File: src/rtl/frame_draw_scheduler.sv
// Frame sequencer: runs the background drawer, then each active sprite
// drawer, and routes the owning client onto the shared VGA write port.
module frame_draw_scheduler #(
    parameter int NUM_SPR     = 2,
    parameter int COLOR_DEPTH = 9,
    parameter int OFFSET_W    = 7,
    parameter int TIMEOUT     = 8192,
    parameter int TMR_W       = 14
) (
    input  logic                         clock,
    input  logic                         reset,
    input  logic                         frame_tick,
    input  logic [OFFSET_W-1:0]          scroll_offset,
    output logic                         bg_enable,
    output logic [OFFSET_W-1:0]          bg_x_offset,
    input  logic                         bg_done,
    input  logic [7:0]                   bg_x,
    input  logic [6:0]                   bg_y,
    input  logic [COLOR_DEPTH-1:0]       bg_color,
    input  logic                         bg_plot,
    input  logic [NUM_SPR-1:0]           spr_active,
    output logic [NUM_SPR-1:0]           spr_enable,
    input  logic [NUM_SPR-1:0]           spr_done,
    input  logic [NUM_SPR*8-1:0]         spr_x,
    input  logic [NUM_SPR*7-1:0]         spr_y,
    input  logic [NUM_SPR*COLOR_DEPTH-1:0] spr_color,
    input  logic [NUM_SPR-1:0]           spr_plot,
    output logic [7:0]                   vga_x,
    output logic [6:0]                   vga_y,
    output logic [COLOR_DEPTH-1:0]       vga_color,
    output logic                         vga_plot,
    output logic                         busy,
    output logic                         overrun,
    output logic                         timeout_err
);

    localparam int IW = $clog2(NUM_SPR + 1);

    localparam logic [2:0] S_IDLE       = 3'd0;
    localparam logic [2:0] S_BG_START   = 3'd1;
    localparam logic [2:0] S_BG_RUN     = 3'd2;
    localparam logic [2:0] S_SPR_SEL    = 3'd3;
    localparam logic [2:0] S_SPR_START  = 3'd4;
    localparam logic [2:0] S_SPR_RUN    = 3'd5;
    localparam logic [2:0] S_FRAME_DONE = 3'd6;

    logic [2:0]             state, state_n;
    logic [IW-1:0]          idx, idx_n;
    logic [TMR_W-1:0]       wd;
    logic                   pending;
    logic                   in_bg, in_spr, tmo, start;
    logic                   cur_act;
    logic                   sel_done, sel_plot;
    logic [7:0]             sel_x;
    logic [6:0]             sel_y;
    logic [COLOR_DEPTH-1:0] sel_color;

    assign in_bg  = (state == S_BG_START) || (state == S_BG_RUN);
    assign in_spr = (state == S_SPR_START) || (state == S_SPR_RUN);
    assign tmo    = (in_bg || in_spr) && (wd == TMR_W'(TIMEOUT));
    assign start  = frame_tick || pending;
    assign busy   = (state != S_IDLE) && (state != S_FRAME_DONE);

    assign bg_enable = (state == S_BG_START) && !tmo;

    always_comb begin
        spr_enable = '0;
        for (int i = 0; i < NUM_SPR; i++) begin
            if (state == S_SPR_START && idx == IW'(i) && !tmo)
                spr_enable[i] = 1'b1;
        end
    end

    // Client mux: background by default, the indexed sprite while it owns the port.
    always_comb begin
        cur_act   = 1'b0;
        sel_done  = bg_done;
        sel_plot  = bg_plot;
        sel_x     = bg_x;
        sel_y     = bg_y;
        sel_color = bg_color;
        for (int i = 0; i < NUM_SPR; i++) begin
            if (idx == IW'(i)) begin
                cur_act = spr_active[i];
                if (in_spr) begin
                    sel_done  = spr_done[i];
                    sel_plot  = spr_plot[i];
                    sel_x     = spr_x[i*8 +: 8];
                    sel_y     = spr_y[i*7 +: 7];
                    sel_color = spr_color[i*COLOR_DEPTH +: COLOR_DEPTH];
                end
            end
        end
    end

    always_comb begin
        state_n = state;
        idx_n   = idx;
        case (state)
            S_IDLE:
                if (start) state_n = S_BG_START;
            S_BG_START:
                if (tmo) begin
                    state_n = S_SPR_SEL;
                    idx_n   = '0;
                end else if (!bg_done) begin
                    state_n = S_BG_RUN;
                end
            S_BG_RUN:
                if (tmo || bg_done) begin
                    state_n = S_SPR_SEL;
                    idx_n   = '0;
                end
            S_SPR_SEL:
                if (idx == IW'(NUM_SPR)) state_n = S_FRAME_DONE;
                else if (cur_act)        state_n = S_SPR_START;
                else                     idx_n   = idx + IW'(1);
            S_SPR_START:
                if (tmo) begin
                    state_n = S_SPR_SEL;
                    idx_n   = idx + IW'(1);
                end else if (!sel_done) begin
                    state_n = S_SPR_RUN;
                end
            S_SPR_RUN:
                if (tmo || sel_done) begin
                    state_n = S_SPR_SEL;
                    idx_n   = idx + IW'(1);
                end
            S_FRAME_DONE:
                state_n = S_IDLE;
            default:
                state_n = S_IDLE;
        endcase
    end

    always_ff @(posedge clock or posedge reset) begin
        if (reset) begin
            state       <= S_IDLE;
            idx         <= '0;
            wd          <= '0;
            pending     <= 1'b0;
            bg_x_offset <= '0;
            overrun     <= 1'b0;
            timeout_err <= 1'b0;
            vga_plot    <= 1'b0;
            vga_x       <= '0;
            vga_y       <= '0;
            vga_color   <= '0;
        end else begin
            state <= state_n;
            idx   <= idx_n;
            if ((state_n == S_BG_START && state != S_BG_START) ||
                (state_n == S_SPR_START && state != S_SPR_START))
                wd <= '0;
            else if (in_bg || in_spr)
                wd <= wd + TMR_W'(1);
            // A tick landing in the same IDLE cycle as a pending start stays queued.
            if (state == S_IDLE)
                pending <= pending && frame_tick;
            else if (frame_tick)
                pending <= 1'b1;
            overrun <= frame_tick && pending && (state != S_IDLE);
            if (state == S_IDLE && start)
                bg_x_offset <= scroll_offset;
            if (tmo)
                timeout_err <= 1'b1;
            vga_plot  <= (in_bg || in_spr) && sel_plot;
            vga_x     <= (in_bg || in_spr) ? sel_x : '0;
            vga_y     <= (in_bg || in_spr) ? sel_y : '0;
            vga_color <= (in_bg || in_spr) ? sel_color : '0;
        end
    end

endmodule

File: config.mk
export PLATFORM = sky130hd
export DESIGN_NAME = frame_draw_scheduler
export DESIGN_NICKNAME = d
export VERILOG_FILES = /design/src/rtl/frame_draw_scheduler.sv
export SDC_FILE = /design/constraint.sdc
export NUM_CORES = 1
export LEC_CHECK = 0
export CAP_MARGIN = 20
export CELL_PAD_IN_SITES_DETAIL_PLACEMENT = 1
export CELL_PAD_IN_SITES_GLOBAL_PLACEMENT = 1
export CORE_MARGIN = 10
export CORE_UTILIZATION = 31
export DETAILED_ROUTE_END_ITERATION = 16
export GPL_TIMING_DRIVEN = 0
export PLACE_DENSITY_LB_ADDON = 0.1
export SLEW_MARGIN = 10
export SYNTH_ARGS = -nofsm -noshare
export SYNTH_HDL_FRONTEND = slang
export SYNTH_SLANG_ARGS = --single-unit
File: constraint.sdc
create_clock -name clock -period 3.5 [get_ports clock]
set_input_delay 0.7 -clock clock [delete_from_list [all_inputs] [get_ports clock]]
set_output_delay 0.7 -clock clock [all_outputs]
set_load 0.01 [all_outputs]
After elaboration in Yosys (flattened, before gate mapping):

Cells that the tools add are included.

* register bits: 54
* bits of input ports: 90
* output and inout bits: 38
* logic and storage cells: 108

* add/subtract/negate cells: 2
* eq/ne operators: 19
* multiplexer cells: 48
* reduce and logical (&&, ||, !) cells: 28

Operator list (number)
* $mux 9: 5
* $mux 8: 5
* $mux 7: 5
* $mux 14: 2
* $mux 3: 9
* $pmux 3 s6: 1
* $add 14x1->14 const B: 1
* $eq 14x14->1 const B: 1
* $mux 1: 14
* $logic_and 1x1->1: 13
* $mux 2: 6
* $pmux 2 s5: 1
* $eq 3x3->1 const B: 3
* $ne 2x2->1 const B: 4
* $logic_or 1x1->1: 7
* $reduce_and 7->1: 1
* $eq 3x1->1 const B: 2
* $eq 3x2->1 const B: 2
* $ne 3x3->1 const B: 2
* $reduce_bool 5->1: 1
* $ne 2x1->1 const B: 2
* $reduce_bool 2->1: 2
* $logic_not 3->1: 1
* $ne 3x1->1 const B: 1
* other kinds (6): 6

Longest topological paths before layout:

* word-level depth: 13
* gate-level depth with buffers: 9
* gate-level depth less buffers: 8

Least setup slack after synthesis:

Ideal clock, no wire load.

* path kind: reg2out
* from: reg idx[0]
* to: out spr_enable[0]
* data arrival time: 1.413 ns
* data required time: 2.800 ns
* setup slack: 1.387 ns
* stages on the path, launching flop included: 6
* path buffers: 2
* cells stage by stage: dfrtp_1 > inv_1 > ha_1 > buf_2 > clkbuf_1 > nor3b_1

* cells in the longest elaborated chain, start to end: 4

RTL lines
* start: declaration: line 48 `logic [IW-1:0] idx, idx_n;`
* start signal: assignment: line 152 `idx <= idx_n;`
* $logic_not 2->1: line 69 `if (state == S_SPR_START && idx == IW'(i) && !tmo)`
* $logic_and 1x1->1 (2 in series): line 69
* $mux 1: line 69
* end: declaration: line 22 `output logic [NUM_SPR-1:0] spr_enable,`

No other way between the ends.

Worst setup path in the final report:

Same ends and word-level chain as after synthesis.

==> flow_metrics.tcl <==
set metrics [dict create \
    die_y_um 119 \
    cts-resized-gates 0 \
    ys_seq_elements 54 \
    postCtsSetupRepairBufs 0 \
    period_share_pct 91.0 \
    relSlewSlack_pct 60.1 \
    gr-usage-met1_pct 15.9 \
    hpwlAfterDp_um 8240 \
    use_met3_pct 5.76 \
    synth_ff_type "dfrtp_1" \
    dr.pass1.iters 4 \
    pin_count 128 \
    synth_area_leaders "dfrtp_1, a311oi_2, nor2_1" \
    grt_start_max_net_pins 29 \
    async_reset_ff_share_pct 100 \
    yosys.area.top_type "dfrtp_1" \
    sw_frac_of_total_pct 40.0 \
    ys_types 48 \
    ys_seq_area_share_pct 44.5 \
    p_switching_mw 1.22 \
    power_frac_seq_pct 31.0 \
    crit_family "buffers and inverters" \
    cts_inserted_buffers 5 \
    synthCells 304 \
    drt_wl_total_um 10300 \
    htreeDepth 2 \
    p_leak_nw 1.90 \
    hold_depth 1 \
    comb_power_share_pct 56.6 \
    grtUsageMet2_pct 25.7 \
    clkTransAtPathRegs_ns 0.10 \
    postCtsHoldBufs 0 \
    port_buffers 127 \
    yosys-top-cells-count "dfrtp_1, nor2_1, nand2_1" \
    num_rows 36 \
    slowest_delay_ns 0.57 \
    viasPerCell 4.85 \
    multi_input_area_um2 1530 \
    fillers 1132 \
    finalWeightedCongestion 0.820 \
    slowest_stage "clkdlybuf4s50_1" \
    drive_above_1_share_pct 15.9 \
    critPathBufInv 4 \
    setup_viol 0 \
    hold_violations 0 \
    ant_nets 0 \
    drv_slew 0 \
    antenna_found_initial 0 \
    clk_latency_ns 0.31 \
    syn2layout_area_growth_pct 51.1 \
    status "complete, no violations" \
    crit_fanout 10 \
    worst_pin_slew_ns 0.598 \
    ys_warn_count 0 \
    cts.sink_count 54 \
    skew_ns 0.00729 \
    fp.coreArea_um2 9640 \
    endpoint_kind "output port" \
    rsz0062_at_grt "false" \
    start_util_pct 31.5 \
    num_antenna_cells 0 \
    worstPathArrival_ns 2.48 \
    wl_per_cell_um 18.1 \
    nets 534 \
    vdd_drop_max_uv 241 \
    critPathKind "register to output port" \
    worstPathRequired_ns 2.80 \
    drc_errors 0 \
    die-area_um2 14100 \
    cp.depth 6 \
    synth_edf_count 0 \
    clk_path_buf_depth 2 \
    syn_avg_cell_area_um2 9.98 \
    tns_ns 0 \
    synth_top_area_share_pct 44.5 \
    path_cells "inv_1 -> ha_1 -> buf_2 -> clkbuf_1 -> nor3b_1 -> clkdlybuf4s50_1" \
    die_width_um 119 \
    clockRootBuffer "clkbuf_8" \
    final-seq-area_um2 1350 \
    max_cap_viol_count 0 \
    r2r_cells 9 \
    cts_tree "yes" \
    synth_most_common_cell "dfrtp_1" \
    postLayoutCoreUtil_pct 47.6 \
    netlist_area_um2 3030 \
    min_path_type "register to register" \
    p_int_mw 1.83 \
    grt_pass1_vias 3119 \
    grtUsageTotal_pct 14.4 \
    grt_first_pass_wirelength_um 16600 \
    fin_crit_ns 3.18 \
    first_iter_violations 68 \
    grt_overflow 0 \
    globalRoute.busiestLayer "met2" \
    syn-num-nets 399 \
    vias 2779 \
    max_freq_ghz 0.314 \
    start_kind "register" \
    power_density_nw_per_um2 665 \
    clkPwrFrac_pct 12.4 \
]
==> cell type report <==
cell class	instances	area share (%)
Clock inverter	3	0.546
Buffer	21	2.84
Tap cell	133	3.63
Inverter	7	0.573
Clock buffer	5	1.50
Timing Repair Buffer	128	28.2
Sequential cell	54	29.5
Multi-Input combinational cell	222	33.3
==> cell usage in the layout (no fill, tap or decap), types with 5 or more instances in the layout <==
master and count:
clkdlybuf4s50_1 127, dfrtp_1 54, nor2_1 46, nand2_1 37, nand3_1 31, a311oi_2 18
buf_2 11, xor2_1 10, mux2_2 8, a311oi_1 7, inv_1 6, nor2b_1 5
o21ai_0 5, ha_1 5, clkbuf_8 5
==> path summary, 6_finish.rpt <==
path                              from       endpoint  slack (ns)
setup / recovery                idx[0]  spr_enable[0]        0.32
hold / removal             timeout_err    timeout_err        0.48
setup reg to reg                idx[0]         idx[0]        1.44
hold reg to reg            timeout_err    timeout_err        0.48
max in group asynchronous        reset       state[1]        2.16
min in group asynchronous        reset       vga_y[2]        0.76
==> per-layer routing <==
layer,vias to the layer above,share of wire [%]
li1,1332,-
met1,1377,41
met2,66,51
met3,4,7.2
met4,0,0.60
met5,-,0
==> kinds of logic (layout without fill, tap and decap cells) <==
| logic type | count (synthesis) | after routing | share of synthesized area (%) |
|---|---|---|---|
| AO/OA/AOI/OAI | 43 | 43 | 14.7 |
| multiplexers | 8 | 8 | 2.97 |
| AND/OR/NAND/NOR | 150 | 150 | 25.1 |
| XOR/XNOR | 16 | 16 | 5.48 |
| adder cells (fa/ha/maj) | 5 | 5 | 2.06 |
| buffers and inverters | 28 | 164 | 5.15 |
| flip-flops | 54 | 54 | 44.5 |
==> power by group through the flow <==
stage,combinational (mW),clock (mW),sequential (mW)
after floorplan,0.939,0,1.03
after global placement,1.74,0,0.953
after detailed placement,1.76,0,0.963
after CTS,1.76,0.398,0.950
after global routing,1.88,0.422,0.978
final,1.73,0.379,0.946
==> metrics by stage <==
stage               hold slack (ns)  total power, mW  instances  setup slack (ns)  cell area (µm²)
floorplan                     0.467             1.97        304              1.39             3030
global placement              0.459             2.69        564             0.298             4470
detailed placement            0.457             2.72        565             0.605             4490
CTS                           0.484             3.11        573             0.224             4590
global route                  0.523             3.28        573            0.0537             4590
finish                        0.475             3.05        573             0.316             4590
==> registers in the layout, indices dropped and copies added, names as in the netlist, 2 cells and up <==
signal and count:
vga_x 8, idx 2, wd 14, bg_x_offset 7
state 3, vga_color 9, vga_y 7
Power figures use the tool's default switching activity.
